[src/rtl/gravity_step.sv]
// gravity_step: iterates a simple vertical-motion model for n_i steps.
// Each step first subtracts gravity from the velocity, then adds the new
// velocity to the position. All arithmetic saturates to the signed W-bit range.
//
// state | meaning
// IDLE  | waiting for start_i, results held
// SUB_V | vy <= sat(vy - g)
// ADD_Y | y <= sat(y + vy), count one step
// DONE  | one-cycle completion pulse
module gravity_step #(
  parameter int W  = 17,
  parameter int NW = 4
) (
  input  logic          clk_i,
  input  logic          rst_n_i,
  input  logic          start_i,
  input  logic [NW-1:0] n_i,
  input  logic [W-1:0]  vy_i,
  input  logic [W-1:0]  y_i,
  input  logic [W-1:0]  g_i,
  output logic [W-1:0]  vy_o,
  output logic [W-1:0]  y_o,
  output logic          busy_o,
  output logic          done_o,
  output logic          sat_o
);

  typedef enum logic [1:0] {IDLE, SUB_V, ADD_Y, DONE} state_t;

  localparam logic [W-1:0] MAX_POS = {1'b0, {(W-1){1'b1}}};
  localparam logic [W-1:0] MIN_NEG = {1'b1, {(W-1){1'b0}}};

  state_t        state_q, state_d;
  logic [W-1:0]  vy_q, vy_d;
  logic [W-1:0]  y_q, y_d;
  logic [W-1:0]  g_q, g_d;
  logic [NW-1:0] cnt_q, cnt_d;
  logic          busy_q, busy_d;
  logic          done_q, done_d;
  logic          sat_q, sat_d;

  logic [W:0]    vy_diff;
  logic [W:0]    y_sum;

  // One guard bit is enough: the top two bits disagree only on overflow.
  assign vy_diff = {vy_q[W-1], vy_q} - {g_q[W-1], g_q};
  assign y_sum   = {y_q[W-1], y_q} + {vy_q[W-1], vy_q};

  function automatic logic [W-1:0] sat_val(input logic [W:0] v);
    case (v[W:W-1])
      2'b01:   sat_val = MAX_POS;
      2'b10:   sat_val = MIN_NEG;
      default: sat_val = v[W-1:0];
    endcase
  endfunction

  function automatic logic ovf(input logic [W:0] v);
    ovf = v[W] ^ v[W-1];
  endfunction

  // Next-state and datapath computation.
  always_comb begin
    state_d = state_q;
    vy_d    = vy_q;
    y_d     = y_q;
    g_d     = g_q;
    cnt_d   = cnt_q;
    busy_d  = busy_q;
    done_d  = 1'b0;
    sat_d   = sat_q;
    case (state_q)
      IDLE: begin
        busy_d = 1'b0;
        if (start_i) begin
          vy_d   = vy_i;
          y_d    = y_i;
          g_d    = g_i;
          cnt_d  = n_i;
          sat_d  = 1'b0;
          busy_d = 1'b1;
          if (n_i == '0) begin
            state_d = DONE;
            done_d  = 1'b1;
          end else begin
            state_d = SUB_V;
          end
        end
      end
      SUB_V: begin
        vy_d    = sat_val(vy_diff);
        sat_d   = sat_q | ovf(vy_diff);
        state_d = ADD_Y;
      end
      ADD_Y: begin
        y_d   = sat_val(y_sum);
        sat_d = sat_q | ovf(y_sum);
        cnt_d = cnt_q - NW'(1);
        if (cnt_q == NW'(1)) begin
          state_d = DONE;
          done_d  = 1'b1;
        end else begin
          state_d = SUB_V;
        end
      end
      DONE: begin
        busy_d  = 1'b0;
        state_d = IDLE;
      end
      default: begin
        busy_d  = 1'b0;
        state_d = IDLE;
      end
    endcase
  end

  // State and result registers; reset aborts any run immediately.
  always_ff @(posedge clk_i or negedge rst_n_i) begin
    if (!rst_n_i) begin
      state_q <= IDLE;
      vy_q    <= '0;
      y_q     <= '0;
      g_q     <= '0;
      cnt_q   <= '0;
      busy_q  <= 1'b0;
      done_q  <= 1'b0;
      sat_q   <= 1'b0;
    end else begin
      state_q <= state_d;
      vy_q    <= vy_d;
      y_q     <= y_d;
      g_q     <= g_d;
      cnt_q   <= cnt_d;
      busy_q  <= busy_d;
      done_q  <= done_d;
      sat_q   <= sat_d;
    end
  end

  assign vy_o   = vy_q;
  assign y_o    = y_q;
  assign busy_o = busy_q;
  assign done_o = done_q;
  assign sat_o  = sat_q;

endmodule

[config.mk]
export PLATFORM = sky130hd
export DESIGN_NAME = gravity_step
export DESIGN_NICKNAME = d
export VERILOG_FILES = /design/src/rtl/gravity_step.sv
export SDC_FILE = /design/constraint.sdc
export NUM_CORES = 1
export LEC_CHECK = 0
export ABC_AREA = 0
export CAP_MARGIN = 20
export CORE_ASPECT_RATIO = 1.1
export CORE_MARGIN = 1
export CORE_UTILIZATION = 30
export CTS_BUF_LIST = sky130_fd_sc_hd__clkbuf_8
export CTS_CLUSTER_SIZE = 28
export DETAILED_ROUTE_END_ITERATION = 12
export GPL_ROUTABILITY_DRIVEN = 0
export PLACE_DENSITY = 0.58
export SYNTH_ARGS = -nofsm -noshare
export SYNTH_HDL_FRONTEND = slang
export SYNTH_SLANG_ARGS = --single-unit
[constraint.sdc]
create_clock -name clk_i -period 8.8 [get_ports clk_i]
set_input_delay 2.64 -clock clk_i [delete_from_list [all_inputs] [get_ports clk_i]]
set_output_delay 2.64 -clock clk_i [all_outputs]
set_load 0.01 [all_outputs]
==> key figures <==
Status
  • Run status: completed

Placed design
  • Post-detailed-placement half-perimeter wirelength: around 10000 microns
  • Placed Cells incl. Taps: between 700 and 800
  • Count of buffers inserted at the top-level ports: 94

Final layout
  • Fill cell total of the finished layout: roughly 1600
  • Final instance count without filler cells: between 800 and 900
  • Nets: about 720
  • Fraction of layout cells with a size suffix above 1: 0.0922
  • # diodes: 0
  • Signed area change from the synthesized netlist to the final layout: 29.6%

Drt
  • Number of iterations in the first detailed-routing pass: 4
  • Number of antenna-violating nets in the routed design: 0
  • Total routed wirelength: around 13000 microns
  • Met3 Routed Length: about 560 microns
  • Met2 Routed Length: around 6600 microns
  • Routed wirelength normalized by instance count: ~16 microns
  • Via-per-instance ratio: around 5.1
  • WL met1: roughly 6000 microns
  • DRC: 0
  • Iteration-0 DRC Markers: between 200 and 300
  • Highest metal layer used by the detailed router: met4
  • Total vias in the final route: roughly 4200

Synth
  • Syn Std Cell Area: between 0.004 and 0.005 sq mm
  • Number of flops mapped to enable cells by yosys: 0
  • Mapped Nets: 628
  • Synthesized area divided by synthesized cell count: 8.82 sq um
  • Dominant synthesized flop cell: sky130_fd_sc_hd__dfrtp_1
  • Seq/Total Area, Yosys: 0.325
  • Commonest cells post-synth: sky130_fd_sc_hd__dfrtp_1, sky130_fd_sc_hd__nor2_1, sky130_fd_sc_hd__ha_1
  • Dominant cells by area after synthesis: sky130_fd_sc_hd__dfrtp_1, sky130_fd_sc_hd__ha_1, sky130_fd_sc_hd__a21oi_1, sky130_fd_sc_hd__mux2_2, sky130_fd_sc_hd__o21ai_0
  • Number of instances in the synthesized netlist: 524
  • Yosys cell types: between 60 and 70
  • Most frequent cell after synthesis: sky130_fd_sc_hd__dfrtp_1
  • Cell accounting for the most synthesized area: sky130_fd_sc_hd__dfrtp_1
  • Area share of the largest cell type after synthesis: 0.325
  • Register bit count reported by yosys: 60
  • Number of warnings printed during yosys synthesis: 0
  • Fraction of registers with async set/reset: 1.00

Worst setup path
  • Startpoint Class: input pin
  • Critical-path maximum fanout: 26
  • Slowest library cell on the worst path: sky130_fd_sc_hd__clkdlybuf4s50_1
  • Count of buffering cells on the critical path with inverters included: 2
  • Worst setup path category: in -> reg
  • Required time at the endpoint of the critical path: just over 9000 ps
  • CP arrival: around 5000 ps
  • Top delay family on crit path: buffers and inverters
  • Largest incremental delay on the critical path: 570 ps
  • Type of destination of the critical path: flop
  • Crit-path cells: clkdlybuf4s50_1 -> nand2_1 -> buf_4 -> o21ai_2 -> and2_1 -> o21ai_0 -> nor4b_1 -> mux2i_1 -> o211ai_1

Floorplanning
  • Number of top-level pins: 95
  • Die boundary width: between 100 and 150 microns
  • Core ar.: approximately 0.015 sq mm
  • Initial Util: 0.307
  • Number of rows in the core area: 47
  • Die Span Y: roughly 130 microns
  • Die area: approximately 0.016 sq mm

Timing
  • Final count of pins violating max slew: 0
  • Fmax: between 200 and 250 MHz
  • # setup viols final: 0
  • Final critical-path required period: 4660 ps
  • Hold Fails Final Rpt: 0
  • Unrepaired setup endpoints after global routing: false
  • Ratio of final minimum period to clock period: 0.529
  • Setup TNS: 0 ps
  • Slew at the pin closest to its max-slew limit: between 1000 and 1500 ps
  • Maximum clock skew at final layout: around 11 ps
  • Worst slew margin relative to its limit: 0.261
  • Worst hold slack after final layout: 486 ps

Clock network
  • Resized Gates After CTS: 0
  • Clock Latency Late Sink: about 370 ps
  • Number of buffers created by CTS: 9
  • Root Driver: sky130_fd_sc_hd__clkbuf_8
  • Worst-case clock buffer depth: 2
  • Clock H-tree levels: 3
  • Clock-pin slew on the worst setup and hold paths: ~70 ps
  • TritonCTS clock tree: yes
  • Number of hold buffers added after CTS: 0
  • Setup repair bufs after CTS: 0
  • Clock sink total: 60

Flow run
  • # Max-Cap Violations: 0

GRT
  • Total global routing track utilization: 0.175
  • Vias in the first global route: 4228
  • Largest net degree at the start of global routing: between 60 and 70
  • Antenna violations before repair: 0
  • Wire length of the first global-routing pass: approximately 22000 microns
  • Overflow left after global routing: 0

Worst hold path
  • Type of the worst min-delay path: reg -> reg
[per-stage QoR]
stage | area, sq um | setup WS [ps] | util
2_1_floorplan | 4620 | 4980 | -
3_3_place_gp | 5750 | 3840 | 0.382
3_5_place_dp | 5750 | 3780 | 0.382
4_1_cts | 5990 | 4170 | 0.398
5_1_grt | 5990 | 3950 | 0.398
6_report | 5990 | 4140 | 0.398
[worst paths after layout]
check / end / slack (ps) / startpoint / cells after the start
min reg2reg: busy_o / 490 / busy_o / 2
min: busy_o / 490 / busy_o / 2
min in group asynchronous: state_q[0] / 2450 / rst_n_i / 2
max: y_o[14] / 4140 / start_i / 9
max in group asynchronous: vy_o[13] / 5830 / rst_n_i / 2
max reg2reg: y_o[4] / 4540 / vy_o[0] / 14
[area by class of cell]
cell class | instances | area (sq um) | share of cell area
sequential | 60 | 1500 | 0.251
clock buffer | 12 | 165 | 0.0276
multi-input combinational | 408 | 2910 | 0.486
timing repair buffer | 97 | 958 | 0.160
inverter | 37 | 139 | 0.0232
clock inverter | 4 | 70.1 | 0.0117
tap | 196 | 245 | 0.0409
[tightest hold or removal path, stage by stage (launching register included)]
cell and delay (ps):
sky130_fd_sc_hd__dfrtp_1 340, sky130_fd_sc_hd__nand2_1 50, sky130_fd_sc_hd__o21ai_0 60
[layer usage]
| layer | GRT usage | vias to the layer above |
|---|---|---|
| met5 | 0 | - |
| met4 | 0.0597 | 0 |
| met3 | 0.0372 | 16 |
| met2 | 0.299 | 101 |
| met1 | 0.218 | 1999 |
| li1 | - | 2076 |
[sequential cells by signal (all words and copies together), names as in the netlist]
name     flops
vy_o        17
done_o       1
state_q      2
cnt_q        4
g_q         17
y_o         17
sat_o        1
busy_o       1
[cell families (layout without fill, tap and decap cells)]
kind of cell    Yosys count  after routing  synth area share
compound gates          173            173             0.262
simple gates            145            145             0.146
flops                    60             60             0.325
buf+inv                  56            150            0.0457
fa+ha+maj                46             46             0.128
xor+xnor                 22             22            0.0417
mux                      22             22            0.0522
[layout by cell type (no fill, tap or decap), drive strengths merged, types with 10 or more instances in the layout]
master / synthesis / routed
a21o: 10 / 10
a21oi: 44 / 44
a31oi: 14 / 14
clkbuf: 16 / 12
clkdlybuf4s50: 0 / 93
dfrtp: 60 / 60
ha: 44 / 44
inv: 37 / 37
mux2: 17 / 17
nand2: 43 / 43
nand3: 14 / 14
nor2: 45 / 45
nor3: 13 / 13
o21a: 10 / 10
o21ai: 41 / 41
o31ai: 10 / 10
xnor2: 10 / 10
xor2: 12 / 12
Power is left out: the tool's default activity adds up to more than one toggle a clock period on the data nets, which glitch-free logic cannot reach.
